--- src/rtl/jtoutrun_pkg.sv ---
// Shared definitions for the Out Run main/sub CPU bus arbiter.
package jtoutrun_pkg;

  // Default grant timeout in REQ cycles and minimum idle gap after a release
  localparam int TMO_DEF  = 255;
  localparam int HOLD_DEF = 1;

  // Width of the grant and hold counters
  localparam int CNT_W = 8;

  // Arbiter states
  typedef enum logic [2:0] {
    IDLE,
    REQ,
    WAITBUS,
    ACCESS,
    DONE,
    RELEASE
  } arb_state_t;

endpackage

--- src/rtl/jtoutrun_subarb.sv ---
// Lets the main CPU borrow the sub 68000 bus: requests the bus, waits for the
// grant and a free bus, runs one access on the shared target, then hands the
// bus back. Grant timeouts return 16'hFFFF and set a sticky error flag.
module jtoutrun_subarb
  import jtoutrun_pkg::*;
#(
  parameter int TMO  = TMO_DEF,
  parameter int HOLD = HOLD_DEF
)(
  input  logic        clk,
  input  logic        rst,
  input  logic        main_req,
  input  logic [17:0] main_addr,
  input  logic [1:0]  main_dsn,
  input  logic        main_rnw,
  input  logic [15:0] main_dout,
  output logic [15:0] main_din,
  output logic        main_ok,
  output logic        sub_br_n,
  input  logic        sub_bg_n,
  input  logic        sub_as_n,
  output logic        sub_bgack_n,
  output logic        bus_sel,
  output logic        tgt_cs,
  output logic [17:0] tgt_addr,
  output logic [1:0]  tgt_dsn,
  output logic        tgt_rnw,
  output logic [15:0] tgt_dout,
  input  logic [15:0] tgt_din,
  input  logic        tgt_ok,
  output logic        tmo_err
);

  localparam logic [CNT_W:0]   TMO_LIM = (CNT_W+1)'(TMO);
  localparam logic [CNT_W-1:0] HOLD_LD = CNT_W'(HOLD);
  localparam logic [CNT_W-1:0] ONE     = {{(CNT_W-1){1'b0}}, 1'b1};

  arb_state_t       state;
  logic [CNT_W-1:0] grant_cnt;
  logic [CNT_W-1:0] hold_cnt;
  logic [CNT_W:0]   grant_next;

  // One extra bit so the comparison against TMO cannot wrap
  assign grant_next = {1'b0, grant_cnt} + {1'b0, ONE};

  // Arbiter FSM with all outputs registered alongside the state
  always_ff @(posedge clk or posedge rst) begin
    if (rst) begin
      state       <= IDLE;
      grant_cnt   <= '0;
      hold_cnt    <= '0;
      sub_br_n    <= 1'b1;
      sub_bgack_n <= 1'b1;
      bus_sel     <= 1'b0;
      tgt_cs      <= 1'b0;
      main_ok     <= 1'b0;
      main_din    <= '0;
      tgt_addr    <= '0;
      tgt_dsn     <= '0;
      tgt_rnw     <= 1'b0;
      tgt_dout    <= '0;
      tmo_err     <= 1'b0;
    end else begin
      main_ok <= 1'b0;
      case (state)
        IDLE: begin
          if (hold_cnt != '0) begin
            hold_cnt <= hold_cnt - ONE;
          end else if (main_req) begin
            state     <= REQ;
            sub_br_n  <= 1'b0;
            grant_cnt <= '0;
          end
        end
        REQ: begin
          if (!main_req) begin
            state    <= RELEASE;
            sub_br_n <= 1'b1;
          end else if (!sub_bg_n) begin
            state <= WAITBUS;
          end else if (grant_next >= TMO_LIM) begin
            grant_cnt <= TMO_LIM[CNT_W-1:0];
            tmo_err   <= 1'b1;
            main_din  <= 16'hFFFF;
            main_ok   <= 1'b1;
            sub_br_n  <= 1'b1;
            state     <= RELEASE;
          end else begin
            grant_cnt <= grant_next[CNT_W-1:0];
          end
        end
        WAITBUS: begin
          if (!main_req) begin
            state    <= RELEASE;
            sub_br_n <= 1'b1;
          end else if (sub_as_n && !sub_bg_n) begin
            state       <= ACCESS;
            sub_bgack_n <= 1'b0;
            bus_sel     <= 1'b1;
            sub_br_n    <= 1'b1;
            tgt_addr    <= main_addr;
            tgt_dsn     <= main_dsn;
            tgt_rnw     <= main_rnw;
            tgt_dout    <= main_dout;
          end
        end
        ACCESS: begin
          if (tgt_cs && tgt_ok) begin
            tgt_cs  <= 1'b0;
            main_ok <= main_req;
            if (tgt_rnw) main_din <= tgt_din;
            state   <= DONE;
          end else begin
            tgt_cs <= 1'b1;
          end
        end
        DONE: begin
          sub_bgack_n <= 1'b1;
          bus_sel     <= 1'b0;
          state       <= RELEASE;
        end
        RELEASE: begin
          sub_br_n    <= 1'b1;
          sub_bgack_n <= 1'b1;
          bus_sel     <= 1'b0;
          tgt_cs      <= 1'b0;
          hold_cnt    <= HOLD_LD;
          state       <= IDLE;
        end
        default: state <= IDLE;
      endcase
    end
  end

endmodule
--- config.mk ---
export PLATFORM = sky130hd
export DESIGN_NAME = jtoutrun_subarb
export DESIGN_NICKNAME = d
export VERILOG_FILES = /design/src/rtl/jtoutrun_pkg.sv /design/src/rtl/jtoutrun_subarb.sv
export SDC_FILE = /design/constraint.sdc
export NUM_CORES = 1
export LEC_CHECK = 0
export CAP_MARGIN = 20
export CORE_UTILIZATION = 46
export DETAILED_ROUTE_END_ITERATION = 8
export PLACE_DENSITY = 0.79
export SETUP_SLACK_MARGIN = 0.5
export SLEW_MARGIN = 20
export SYNTH_ARGS = -nofsm -noshare
export SYNTH_HDL_FRONTEND = slang
export SYNTH_SLANG_ARGS = --single-unit
--- constraint.sdc ---
create_clock -name clk -period 3.6 [get_ports clk]
set_clock_uncertainty 0.15 [all_clocks]
set_input_delay 0.9 -clock clk [delete_from_list [all_inputs] [get_ports clk]]
set_output_delay 0.9 -clock clk [all_outputs]
set_load 0.02 [all_outputs]
==> results list, run 1 <==
* Status: complete, no violations
* Minimum period implied by the final worst setup slack: between 2 and 3 ns
- Clock latency on the worst-skew pair, taken at its later pin, is 0.34 ns.
* Startpoint of the tightest hold check path: tmo_err
* Nature of the critical path startpoint: input pin
- Final count of pins violating max slew: 0
- For the pin with the worst max-slew slack, the measured transition is approximately 0.63 ns.
- During I/O placement, the number of pins put on the boundary was ~120.
- The clock drives 78 sinks.
- The number of antenna violations at the first check in global routing was 0.
- Syn. warnings: 0
- Total clock buffers created by CTS: 9
* Detailed placement HPWL: 5940 um
* Most frequent cells in the layout: 117 x clkdlybuf4s50_1, 76 x dfrtp_1, 29 x mux2_2
* Slowest library cell on the worst path: clkdlybuf4s50_1
* Most frequent standard cell in the layout excluding fill and tap cells: clkdlybuf4s50_1
* Worst path required time: 3.68 ns
- Post-synth top area share: 52.2%
- Of all flip-flops after synthesis, the portion carrying an async set or reset was 100%.
- Routed WL per cell: 15.3 um
* Post-route DRC: 0
- The worst setup path is of the input pin to register kind.
* Post-route ant nets: 0
* Flip-flop and latch count after synthesis: 78
- Once the floorplan was initialized, standard cells occupied 47.4% of the core.
- In the post-synthesis netlist, the biggest area contributors are dfrtp_1 52%, mux2_2 9.0%, a31oi_2 3.1%.
* Clock tree from TritonCTS: built
- Detailed Route Iter0 Violations: 114
- Count of distinct cell types in the synthesized netlist: 48
- Number of standard cells after synthesis: 317
* Kind of end point of the critical path: register
- The synthesized design spends more area on one cell type than any other, namely dfrtp_1.
- CTS H-tree depth: 3
- The number of global-route vias before repair came to 2,933.
* Launching instance or port of the critical path: sub_bg_n
* Remaining Overflow, GRT: 0
- Ant diodes: 0
- Pwr dens: about 660 mW/mm2
- Data on the critical path arrives at its endpoint at approximately 2.7 ns.
* Post-Syn Area per Cell: 11.5 um2
- In the global route stage, overall resource usage came out at 21.1%.
- Once placement finished, the instance area stood at 0.00492 mm2.
- The min-delay analysis places its worst path in the category register to register.
- Entering global routing, the biggest net connects 42 pins.
- The final critical path takes up around three quarters of the cycle.
- Max Fanout on Critical Path: 39
- Detailed-route vias per instance: 5.36
- Area grow syn2layout: 40.4%
* Total negative setup slack: 0 ns
- The first global-routing pass estimated 13,800 um of wire.
- Along the worst hold path, the cell count comes to 1.
- After synthesis, flip-flops and latches occupy a little over half of the total area.
- The startpoint identified for the worst register-to-register timing path is hold_cnt[0].
* Slew Limit Headroom: 58.0%
- After detailed routing, the total wire length is 8300 um.
* Total Nets Final: 496
* Final RePlAce weighted congestion: 0.861
- Max-cap violations: 0
- After clock tree synthesis, the flow added hold-fix buffers numbering 0.
- The finished cells cover 0.00511 mm2.
- The longest clock path from root to sink contains 2 buffers.
* Maximum resistive drop on vdd: 0.000388 V
* Post-CTS sizing: 0
- After clock tree synthesis, the clock-pin slew on the worst setup and hold paths is 0.08 ns.
- The number of setup buffers added after CTS is 0.
- Core area: 0.00769 mm2
* Post-synth EDFFs: 0
* CTS Root Buffer Type: clkbuf_8
- Horizontal die dimension: 91.0 um
* Netlist area before placement: 0.00364 mm2
- The first TritonRoute pass finished after 4 iterations.
- Primary flip-flop cell chosen by synthesis mapping: dfrtp_1
- The floorplan has 32 rows.
- Setup violations remaining at the end of the flow were counted as 0.
- Layout cells sized above 1: 17.1%
- The critical path goes through clkdlybuf4s50_1 -> nor2b_1 -> nand2_1 -> nor3_2 -> buf_4 -> mux2_2.
* Via count: 2,901
- The floorplan step defined a die boundary enclosing 0.00827 mm2.
- Register-to-Register Path Depth: 7
- Vertical extent of the die: 91.0 um
- Stage delay of the slowest cell on the critical path: 0.54 ns
- The analysis attributes to cell leakage a power of 2.21 nW.
- The number of nets handed over by synthesis was 379.
- Derived from the worst setup path, the maximum achievable clock frequency is 0.380 GHz.
* RSZ-0062 raised after global routing: no
- Hold Violations, Final: 0
- Input and output buffers added on the ports amount to 117.
-- cell type report --
type | count | area, um2
fill | 616 | 2580
sequential | 78 | 1950
multi-input combinational | 197 | 1510
timing repair buffer | 123 | 1230
tap | 102 | 128
clock buffer | 9 | 124
inverter | 25 | 93.8
clock inverter | 7 | 71.3
-- Yosys cell counts (8+ instances only) --
| cell | instances |
|---|---|
| a31oi_1 | 9 |
| a31oi_2 | 9 |
| dfrtp_1 | 76 |
| inv_1 | 25 |
| mux2_1 | 8 |
| mux2_2 | 29 |
| nand2_1 | 16 |
| nor2_1 | 14 |
| o21ai_0 | 8 |
| o22ai_1 | 17 |
-- worst paths after layout --
check / slack, ns / end
worst max-delay path: 0.97 / tgt_dout[10]
worst min-delay path: 0.32 / tmo_err
max in group asynchronous: 1.97 / main_din[15]
min in group asynchronous: 0.71 / tgt_dout[13]
worst max register to register: 1.09 / grant_cnt[4]
worst min register to register: 0.32 / tmo_err
-- metrics by stage --
stage	power (mW)	setup WS (ns)	instances	hold WS (ns)	util (%)
2_1_floorplan	2.18	0.558	317	0.346	-
3_3_place_gp	2.68	0.670	525	0.306	63.9
3_5_place_dp	2.73	0.606	525	0.309	63.9
4_1_cts	3.39	0.970	541	0.334	66.5
5_1_grt	3.58	0.854	541	0.355	66.5
6_report	3.35	0.968	541	0.323	66.5
-- worst max-delay path, delay by kind of cell --
kind | cells | cell delay [ns]
mux | 1 | 0.40
simple gates | 3 | 0.41
buf+inv | 2 | 0.97
-- power by group --
part	internal (mW)	switching [mW]
clock network	0.323	0.325
logic	0.670	0.705
registers	1.11	0.225
total	2.10	1.26
-- flip-flops by register name, summed over array words and instances (netlist names) --
| signal | count |
|---|---|
| tgt_rnw | 1 |
| sub_br_n | 1 |
| tgt_addr | 18 |
| tgt_dout | 16 |
| main_din | 16 |
| state | 3 |
| sub_bgack_n | 1 |
| main_ok | 1 |
| bus_sel | 1 |
| tgt_cs | 1 |
| grant_cnt | 8 |
| tgt_dsn | 2 |
| hold_cnt | 8 |
| tmo_err | 1 |
-- metal layers --
| layer | track usage (%) | wire [um] | vias to the layer above |
|---|---|---|---|
| met5 | 0 | 0 | - |
| met2 | 33.4 | 3930 | 117 |
| met3 | 5.44 | 611 | 18 |
| met4 | 10.8 | 236 | 0 |
| met1 | 26.9 | 3520 | 1387 |
| li1 | - | - | 1379 |
-- kinds of logic (layout without fill, tap and decap cells) --
group / count (synthesis) / in the layout / synth area share, %
muxes: 37 / 37 / 11.4
DFF: 78 / 78 / 53.7
adders and majority gates: 3 / 3 / 1.03
xor gates and xnor gates: 7 / 7 / 1.68
and+or+nand+nor: 76 / 76 / 11.6
AOI/OAI and AO/OA: 74 / 74 / 15.5
buffers and inverters: 42 / 164 / 5.09
Power figures use the tool's default switching activity.
==> run 2: changes to the inputs <==
==> constraint.sdc (replaced) <==
create_clock -name clk -period 2.7 [get_ports clk]
set_clock_uncertainty 0.15 [all_clocks]
set_input_delay 0.675 -clock clk [delete_from_list [all_inputs] [get_ports clk]]
set_output_delay 0.675 -clock clk [all_outputs]
set_load 0.02 [all_outputs]
==> run 2 against run 1 <==
- worst setup slack got worse by 0.45 ns
- highest routed layer unchanged
- critical path depth increased by 2
- clock power increased by 45%
- sequential share of layout area decreased by 1.8 points
- register-to-register slack got worse by 0.58 ns
- routed wire length increased by 6.4%
- largest cell class unchanged
==> results list, run 2 (synthesized netlist as in run 1, its figures left out) <==
- 118 I/O pins were placed.
* Hold Violations, Final: 0
- The floorplan has 32 rows.
* RSZ-0062 raised after global routing: yes
- IR analysis of the VDD net gives a maximum drop of 0.000418 V.
* Detailed-route vias per instance: around 5.4
* Clock insertion delay at the later pin of the skew report: 0.35 ns
- R2r endpoint: grant_cnt[3]
* Family with the most delay on the worst path: simple AND/OR/NAND/NOR gates
- The clock passes through at most 2 buffers.
* Total Routed Length: 8830 um
- Power spread over the standard cell area amounts to 868 mW/mm2.
- Status: complete, no violations
- Number of flip-flops under the largest register name: 18
- Maximum number of pins on one net before global-route repair: 67
- Layout cells sized above 1: 21.3%
* Total negative setup slack: 0 ns
* Startpoint of the tightest hold check path: tmo_err
- Worst setup path endpoint: grant_cnt[3]
- For this design the static power due to leakage is 2.55 nW.
- Sequential Power Share: around 38%
- Clock tree from TritonCTS: built
* Launching instance or port of the critical path: hold_cnt[0]
* Final count of pins violating max slew: 0
- Wire length of the first global-routing pass: ~14,000 um
- Slack of the worst reg-to-reg path: 0.51 ns
- After detailed routing, the average wire length per cell comes to 16.0 um.
- In the final layout, the registers with the most flip-flops are tgt_addr x18, main_din x16, tgt_dout x16.
- Via count: 2,981
* Cell-by-cell listing of the critical path: inv_1 -> ha_2 -> nor3b_4 -> a2111oi_4 -> buf_4 -> or3_4 -> o21ai_2 -> o311ai_2
* Final RePlAce weighted congestion: 0.841
- In this run the worst hold path is classified as register to register.
- Most frequent standard cell in the layout excluding fill and tap cells: clkdlybuf4s50_1
- Launch point of the worst reg-to-reg path: hold_cnt[0]
- CTS built an H-tree with a depth of 3.
- Final setup viols: 0
- Switching power of the nets: 1.71 mW
- The detail route stage leaves a number of antenna-violating nets equal to 0.
* Fraction of power spent switching nets: 36.7%
* Clock network fraction of design power: 20.1%
* Worst EP arrival: 2.25 ns
* Remaining Overflow, GRT: 0
* Vertical extent of the die: 91.0 um
* Critical path class: register to register
* Number of buffers and inverters on the critical path: 2
- From synthesis to final layout, the design area changed by 47.4%.
- Among all stages on the critical path, the largest delay is contributed by or3_4.
* Combined global-route utilization of all metal layers: 21.8%
- FF/Latch Area: 0.00196 mm2
- Ant diodes: 0
* Post-place instance area: 0.00495 mm2
- Stage delay of the slowest cell on the critical path: 0.44 ns
* Max-cap violations: 0
- Clock-pin slew was measured on the worst setup and hold paths at 0.08 ns.
* Core area: 0.00769 mm2
- For this run, the post-layout net count is 508.
- The worst setup path is launched from a register.
- Antenna violations before repair: 0
- The die is roughly 90 um wide.
- Detailed placement HPWL: 5900 um
- The worst pin sits at a relative slew slack of 63.7%.
- Pin slew with the least headroom to its limit: 0.545 ns
- Biggest register: tgt_addr
* Detailed Route Iter0 Violations: 181
* Logic pwr share: 41.9%
- In the routed design, unresolved DRC markers number 0.
* Filler cells: 580
* CTS sink count: just under 80
- Sum of internal, switching and leakage power: 4.66 mW
- Max Fanout on Critical Path: 8
- Full die area: 0.00827 mm2
- The tree is rooted in a clkbuf_8.
* Peak Freq: approximately 0.46 GHz
- Dividing the final minimum period by the clock period gives between 80% and 90%.
- After layout, the minimum clock period comes to between 2 and 2.5 ns.
- The count of buffers added on input and output ports is around 120.
- Most frequent cells in the layout: 96 x clkdlybuf4s50_1, 75 x dfrtp_1, 29 x mux2_2
* Power Internal: 2.95 mW
- After routing the design area is 0.00537 mm2.
* Pre-Repair DR Iteration Count: 4
- Kind of end point of the critical path: register
- In this run, CTS created clock tree buffers numbering 9.
- Vias in the first global route: 2,954
- The multi-input combinational cells in the finished layout cover a total of 0.00161 mm2.
- The critical path crosses 8 cells after its start point.
* Register-to-Register Path Depth: 8
- Once the floorplan was initialized, standard cells occupied 47.4% of the core.
- Data on the critical path is required at its endpoint by 2.76 ns.
==> run 2: cell count changes in the layout (fill, tap and decap cells not counted), moves of 4 or more <==
cell             delta
clkdlybuf4s50_1    -21
nand3_4             +4
buf_4              +10
dlygate4sd2_1       +4
dlymetal6s2s_1     +17
==> run 2: final cells by class <==
class / instances / share of cell area (%)
flip-flops and latches: 78 / 36.5
multi-input cells: 198 / 29.9
repair buffers: 134 / 25.5
well taps: 102 / 2.38
clock buffers: 9 / 2.31
inverters: 25 / 1.82
clock inverters: 6 / 1.63
==> run 2: stage by stage <==
step | std cells | utilization, % | worst slack (ns) | hold WS, ns
2_1_floorplan | 317 | - | 0.515 | 0.346
3_3_place_gp | 528 | 64.5 | 0.193 | 0.300
3_5_place_dp | 528 | 64.5 | 0.102 | 0.309
4_1_cts | 547 | 67.8 | 0.485 | 0.330
5_1_grt | 552 | 69.8 | 0.446 | 0.362
6_report | 552 | 69.8 | 0.514 | 0.324
==> run 2: worst min path at each step <==
stage | to | cells after the start | slack [ns]
after floorplan | grant_cnt[6] | 1 | 0.35
after global placement | tmo_err | 1 | 0.30
after detailed placement | tmo_err | 1 | 0.31
after CTS | tmo_err | 1 | 0.33
after global routing | tmo_err | 1 | 0.36
final | tmo_err | 1 | 0.32
==> run 2: metal layers <==
layer / up-vias / GRT usage [%] / wire [um]
li1: 1403 / - / -
met3: 17 / 6.11 / 569
met4: 0 / 8.86 / 199
met2: 110 / 35.5 / 4310
met5: - / 0 / 0
met1: 1451 / 27.6 / 3750
==> run 2: timing repair <==
action,CTS,global route
hold buffers,0,0
pin swaps,2,10
gates cloned,0,1
setup buffers,4,4
resized for setup,8,32
endpoints found under the setup margin,31,48
==> run 2: power groups by stage <==
| stage | Clock (mW) | Combinational, mW | Sequential (mW) |
|---|---|---|---|
| CTS | 0.955 | 1.91 | 1.76 |
| global route | 1.00 | 2.12 | 1.82 |
| global placement | 0 | 1.84 | 1.76 |
| floorplan | 0 | 0.950 | 1.96 |
| finish | 0.938 | 1.95 | 1.77 |
| detailed placement | 0 | 1.88 | 1.78 |
